--- src/rtl/uart_frame_assembler.sv ---
// uart_frame_assembler: packs four consecutive UART bytes (MSB first) into one
// 32-bit command word. An inter-byte timeout drops partial frames so the byte
// stream realigns after glitches or lost bytes.
//
// Handshake: rx_valid has no ready; every cycle with rx_valid high delivers
// exactly one byte, which is always accepted. uart_ready and frame_err are
// registered one-cycle strobes and are never high together.
module uart_frame_assembler #(
  parameter logic [31:0] TIMEOUT_CNT = 32'd100000
) (
  input  logic        clk,
  input  logic        rst_n,
  input  logic [7:0]  rx_data,
  input  logic        rx_valid,
  output logic [31:0] uart_reg,
  output logic        uart_ready,
  output logic        frame_err,
  output logic        busy
);

  typedef enum logic {S_IDLE, S_RECV} state_t;

  state_t      state, state_nx;
  logic [1:0]  count, count_nx;
  logic [23:0] shift, shift_nx;
  logic [31:0] timer, timer_nx;
  logic [31:0] reg_nx;
  logic        ready_nx, err_nx;
  logic [31:0] word;

  // The frame as it would stand if the current byte is accepted
  assign word = {shift, rx_data};

  // busy mirrors the FSM state so the state is observable at the port
  assign busy = (state == S_RECV);

  // State, counters, shift register and output registers
  always_ff @(posedge clk) begin
    if (!rst_n) begin
      state      <= S_IDLE;
      count      <= 2'd0;
      shift      <= 24'h0;
      timer      <= 32'h0;
      uart_reg   <= 32'h0;
      uart_ready <= 1'b0;
      frame_err  <= 1'b0;
    end else begin
      state      <= state_nx;
      count      <= count_nx;
      shift      <= shift_nx;
      timer      <= timer_nx;
      uart_reg   <= reg_nx;
      uart_ready <= ready_nx;
      frame_err  <= err_nx;
    end
  end

  // Next-state logic: byte accumulation, frame completion and timeout
  always_comb begin
    state_nx = state;
    count_nx = count;
    shift_nx = shift;
    timer_nx = timer;
    reg_nx   = uart_reg;
    ready_nx = 1'b0;
    err_nx   = 1'b0;
    case (state)
      S_IDLE: begin
        count_nx = 2'd0;
        timer_nx = 32'h0;
        if (rx_valid) begin
          shift_nx = word[23:0];
          count_nx = 2'd1;
          state_nx = S_RECV;
        end
      end
      S_RECV: begin
        if (rx_valid) begin
          // A byte on the last permitted idle cycle still belongs to this frame
          shift_nx = word[23:0];
          timer_nx = 32'h0;
          if (count == 2'd3) begin
            reg_nx   = word;
            ready_nx = 1'b1;
            count_nx = 2'd0;
            state_nx = S_IDLE;
          end else begin
            count_nx = count + 2'd1;
          end
        end else if (timer >= TIMEOUT_CNT - 32'd1) begin
          // This is the TIMEOUT_CNT-th idle cycle: drop the partial frame
          err_nx   = 1'b1;
          count_nx = 2'd0;
          timer_nx = 32'h0;
          state_nx = S_IDLE;
        end else begin
          timer_nx = timer + 32'd1;
        end
      end
      default: begin
        state_nx = S_IDLE;
        count_nx = 2'd0;
        timer_nx = 32'h0;
      end
    endcase
  end

endmodule

--- config.mk ---
export PLATFORM = sky130hd
export DESIGN_NAME = uart_frame_assembler
export DESIGN_NICKNAME = d
export VERILOG_FILES = /design/src/rtl/uart_frame_assembler.sv
export SDC_FILE = /design/constraint.sdc
export NUM_CORES = 1
export LEC_CHECK = 0
export CELL_PAD_IN_SITES_DETAIL_PLACEMENT = 1
export CELL_PAD_IN_SITES_GLOBAL_PLACEMENT = 1
export CORE_MARGIN = 2
export CORE_UTILIZATION = 48
export DETAILED_ROUTE_END_ITERATION = 10
export DONT_BUFFER_PORTS = 1
export PLACE_DENSITY_LB_ADDON = 0.1
export SLEW_MARGIN = 10
export SYNTH_ARGS = -nofsm -noshare
export SYNTH_HDL_FRONTEND = slang
export SYNTH_SLANG_ARGS = --single-unit
--- constraint.sdc ---
create_clock -name clk -period 2 [get_ports clk]
set_input_delay 0.4 -clock clk [delete_from_list [all_inputs] [get_ports clk]]
set_output_delay 0.4 -clock clk [all_outputs]
set_load 0.01 [all_outputs]
Yosys cells after proc, flatten, opt, wreduce, memory -nomap -nowiden
Cells that the tools add are included.
- magnitude comparators: 1
- reductions and logical operators: 3
- add/sub/neg operators: 2
- multiplexer cells: 16
- equality and inequality tests: 2
- bitwise operators: 2
- operator list (operator ; number):
    two-way mux 32 bit ; 2
    one-hot mux 32 bit (2 select lines) ; 1
    adder 32 x 1 -> 32 bit (second input constant) ; 1
    >= comparator 32 x 17 -> 1 bit (second input constant) ; 1
    two-way mux 24 bit ; 1
    two-way mux 1 bit ; 7
    two-way mux 2 bit ; 3
    AND reduction 3 bit ; 2
    one-hot mux 2 bit (2 select lines) ; 1
    inequality test 3 x 2 -> 1 bit (second input constant) ; 1
    OR reduction 3 bit ; 1
    adder 2 x 1 -> 2 bit (second input constant) ; 1
    equality test 2 bit (second input constant) ; 1
    NOT 1 bit ; 2
    one-hot mux 1 bit (2 select lines) ; 1
- flip-flop bits (word level): 93
- input bits: 11

Logic depth before layout (Yosys ltp)
- word-level depth: 4
- depth in mapped cells: 6
- mapped depth without buffers: 5

Worst setup path after synthesis
Ideal clock, no wire load.
- path type: flip-flop to flip-flop
- start: reg timer[0]
- end: reg timer[13]
- data arrival time: 1.642 ns
- period minus slack after synthesis: 1.712 ns
- required time: 1.930 ns
- stages on the path, launching flop included: 7
- setup time: 0.070 ns
- path buffers: 1
- slack: 0.288 ns
- cells stage by stage: dfxtp_1 -> ha_1 -> nand4_1 -> a211oi_1 -> or4_1 -> buf_2 -> a21oi_1
- cells in the longest elaborated chain, start to end: 4
- elaborated cells between the ends (all ways): 5
- ends and longest elaborated chain (item ; RTL line ; text):
    start, declared ; 26 ; logic [31:0] timer, timer_nx;
    start signal, assigned ; 51 ; timer <= timer_nx;
    adder 32 x 1 -> 32 bit / >= comparator 32 x 17 -> 1 bit (equally long branches) ; 97, 90 ;
    two-way mux 32 bit (*) ; 90 ; end else if (timer >= TIMEOUT_CNT - 32'd1) begin
    two-way mux 32 bit (*) ; 78 ; if (rx_valid) begin
    one-hot mux 32 bit (2 select lines) (*) ; 67 ; case (state)
Mark *: on every way between the ends. The rest lies on a longest branch, timed or not.
A chain may end at the register's enable or synchronous reset.

Worst setup path in the final report
- start: reg timer[0]
- end: reg timer[9]
The elaborated chain is that of the path after synthesis.

==> out/metrics.yaml <==
status:
  status: "finished clean"
clocking:
  worstSkewPairLatency_ps: 360
  clkSinkCount: 93
  cts_tree: "done"
  cts_setup_buffers: 0
  cts_buffer_depth: 2
  cts_made_buffers: 9
  clkTransAtPathRegs_ps: 90
  h-tree-depth: 3
  root_buffer: "clkbuf_8"
floorplanning:
  initial_core_util_pct: 49.43
  io_pins: 46
  core_um2: 6756
  die_h_um: 87.41
  chipWidth_um: 87.41
  num_rows: 30
  fp.dieArea_um2: 7641
yosys:
  yosys.area_share.simple_pct: 20.79
  yosys.area.top_type: "dfxtp_1"
  ys_seq_area_share_pct: 55.75
  synth_ff_type: "dfxtp_1"
  yosys_register_bits: 93
  synth_area_um2: 3339
  synth_top_area_share_pct: 55.75
  netlist_top_cells_area: "dfxtp_1, mux2i_1, nand2_1, a21boi_0, nor2b_1"
  synthAdderAreaFrac_pct: 0.7493
  ys.warnings.count: 0
  synth_xor_area_share_pct: 3.147
  synth_top_family_by_area: "simple AND/OR/NAND/NOR gates"
  synth.area.mux_share_pct: 7.194
  syn_area_per_cell_um2: 9.851
  async_flop_share_pct: 0
  netlist_instances: 339
  synth_edf_count: 0
  synth_cell_type_count: 34
  synth_compound_area_share_pct: 9.554
global_routing:
  antenna_found_initial: 0
  grt_pass1_vias: 2407
  track_usage_pct: 19.30
  grt_overflow_total: 0
  grt_max_degree: 62
  grt_pass1_wl_um: 11440
critical_path:
  rr_startpoint: "timer[0]"
  crit_path_max_fanout: 7
  worstSetupPathType: "reg2reg"
  cp-start-kind: "flip-flop"
  end_kind: "flip-flop"
  crit_required_ps: 2300
  cp.arrival_ps: 2160
  cp-startpoint: "timer[0]"
sta:
  timing.hold.ws_ps: 163.8
  rsz0062_at_grt: "false"
  fin_crit_ps: 1866
  finalMaxSlewViolations: 0
  setup_viol: 0
  fin_ws_ps: 133.8
  finClkSkew_ps: 11.27
  fin_crit_sh_pct: 93.31
  setup_tns_ps: 0
  max_freq_mhz: 535.8
  hold_violations: 0
route:
  drc: 0
  first_iter_violations: 100
  ant_nets: 0
  vias: 2310
  routedWlPerCell_um: 15.57
  vias_per_cell: 5.286
  first_pass_iters: 3
  drt_wl_total_um: 6804
finish:
  drive_above_1_share_pct: 7.003
  finalNetCount: 365
  area_growth_pct: 11.65
  n_fill_cell: 769
  fin_area_um2: 3729
  diodes: 0
  multi_input_area_um2: 1445
  seq_area_um2: 1862
power_and_ir_drop:
  vdd_drop_max_v: 0.0004836
  clkPwrFrac_pct: 43.1
  power_frac_comb_pct: 1.8
  switchingPower_mw: 0.7055
  pwr-share-seq_pct: 55.1
  power_density_nw_per_um2: 930.2
  p_leak_nw: 1.326
  netSwitchingFraction_pct: 20.34
  p_int_mw: 2.763
place:
  hpwl_um: 4518
  gp_congestion: 0.7653
  portBuffers: 0
  post_dp_cell_area_um2: 3478
  dp_slack_ps: 113.6
run:
  maxCapViolCount: 0
hold_path:
  min-delay-start: "rx_data[3]"
  worstHoldPathType: "in2reg"
==> logic make-up after synthesis <==
logic type	count (synthesis)
and+or+nand+nor	141
other	1
AOI/OAI and AO/OA	43
DFF	93
muxes	24
xor gates and xnor gates	12
adders and majority gates	2
buffers and inverters	23
==> layout make-up <==
class	count	share of cell area [%]
sequential	93	49.93
multi-input combinational	237	38.76
clock buffer	9	3.322
clock inverter	7	3.255
tap	80	2.685
timing repair buffer	6	1.544
inverter	5	0.5034
==> metal layers <==
layer / track usage [%] / vias to the layer above / share of wire, %
li1: - / 1164 / -
met1: 25.16 / 1092 / 48
met2: 29.06 / 45 / 44
met3: 6.730 / 9 / 7.0
met4: 7.972 / 0 / 1.5
met5: 0 / - / 0
==> synthesized netlist by cell type, types with 2 or more instances <==
cell type and count:
a21oi_1 2, a32o_1 5, nand4_1 6, and4_1 2, nand2_1 60, or4_1 2, clkbuf_1 14, nor3_1 7
buf_2 3, dfxtp_1 93, xnor2_1 8, xor2_1 4, nand3_1 6, ha_1 2, nor2_1 20, nor4_1 7
o21ai_0 3, nor2b_1 24, a21boi_0 28, or3_1 2, inv_1 5, mux2i_1 24
==> path summary, 6_finish.rpt <==
check	to	slack (ps)	cells after the start
worst max-delay path	timer[9]	130	6
worst min-delay path	uart_reg[3]	160	1
worst max register to register	timer[9]	130	6
worst min register to register	count[1]	470	2
==> critical path, stage by stage (launching register included) <==
cell	delay, ps
dfxtp_1	350
ha_1	250
nand4_1	150
a211oi_2	110
or4_1	630
buf_4	210
nor2_1	110
==> cells in the final DEF (no fill, tap or decap), types with 6 or more instances in the layout <==
| cell type | count |
|---|---|
| nor3_1 | 7 |
| nand4_1 | 6 |
| xnor2_1 | 8 |
| nand2_1 | 60 |
| nand3_1 | 6 |
| dfxtp_1 | 93 |
| mux2i_1 | 24 |
| nor2_1 | 20 |
| a21boi_0 | 28 |
| conb_1 | 15 |
| nor2b_1 | 24 |
| nor4_1 | 7 |
| clkbuf_8 | 9 |
==> per-stage QoR <==
step / instances / utilization (%) / power [mW]
2_1_floorplan: 353 / - / 2.021
3_3_place_gp: 421 / 51.48 / 2.012
3_5_place_dp: 421 / 51.48 / 2.016
4_1_cts: 437 / 55.11 / 3.501
5_1_grt: 437 / 55.19 / 3.595
6_report: 437 / 55.19 / 3.468
==> power groups by stage <==
stage | combinational (mW) | clock [mW] | sequential (mW)
6_report | 0.0623 | 1.50 | 1.91
5_1_grt | 0.0697 | 1.61 | 1.92
4_1_cts | 0.0629 | 1.53 | 1.91
3_5_place_dp | 0.0620 | 0 | 1.95
3_3_place_gp | 0.0591 | 0 | 1.95
2_1_floorplan | 0.0750 | 0 | 1.95
==> what timing repair did <==
item	CTS	global route
hold buffers	0	0
gates resized for setup	0	1
setup endpoints to repair	0	7
Note: power is estimated with default switching activity, not from simulation.
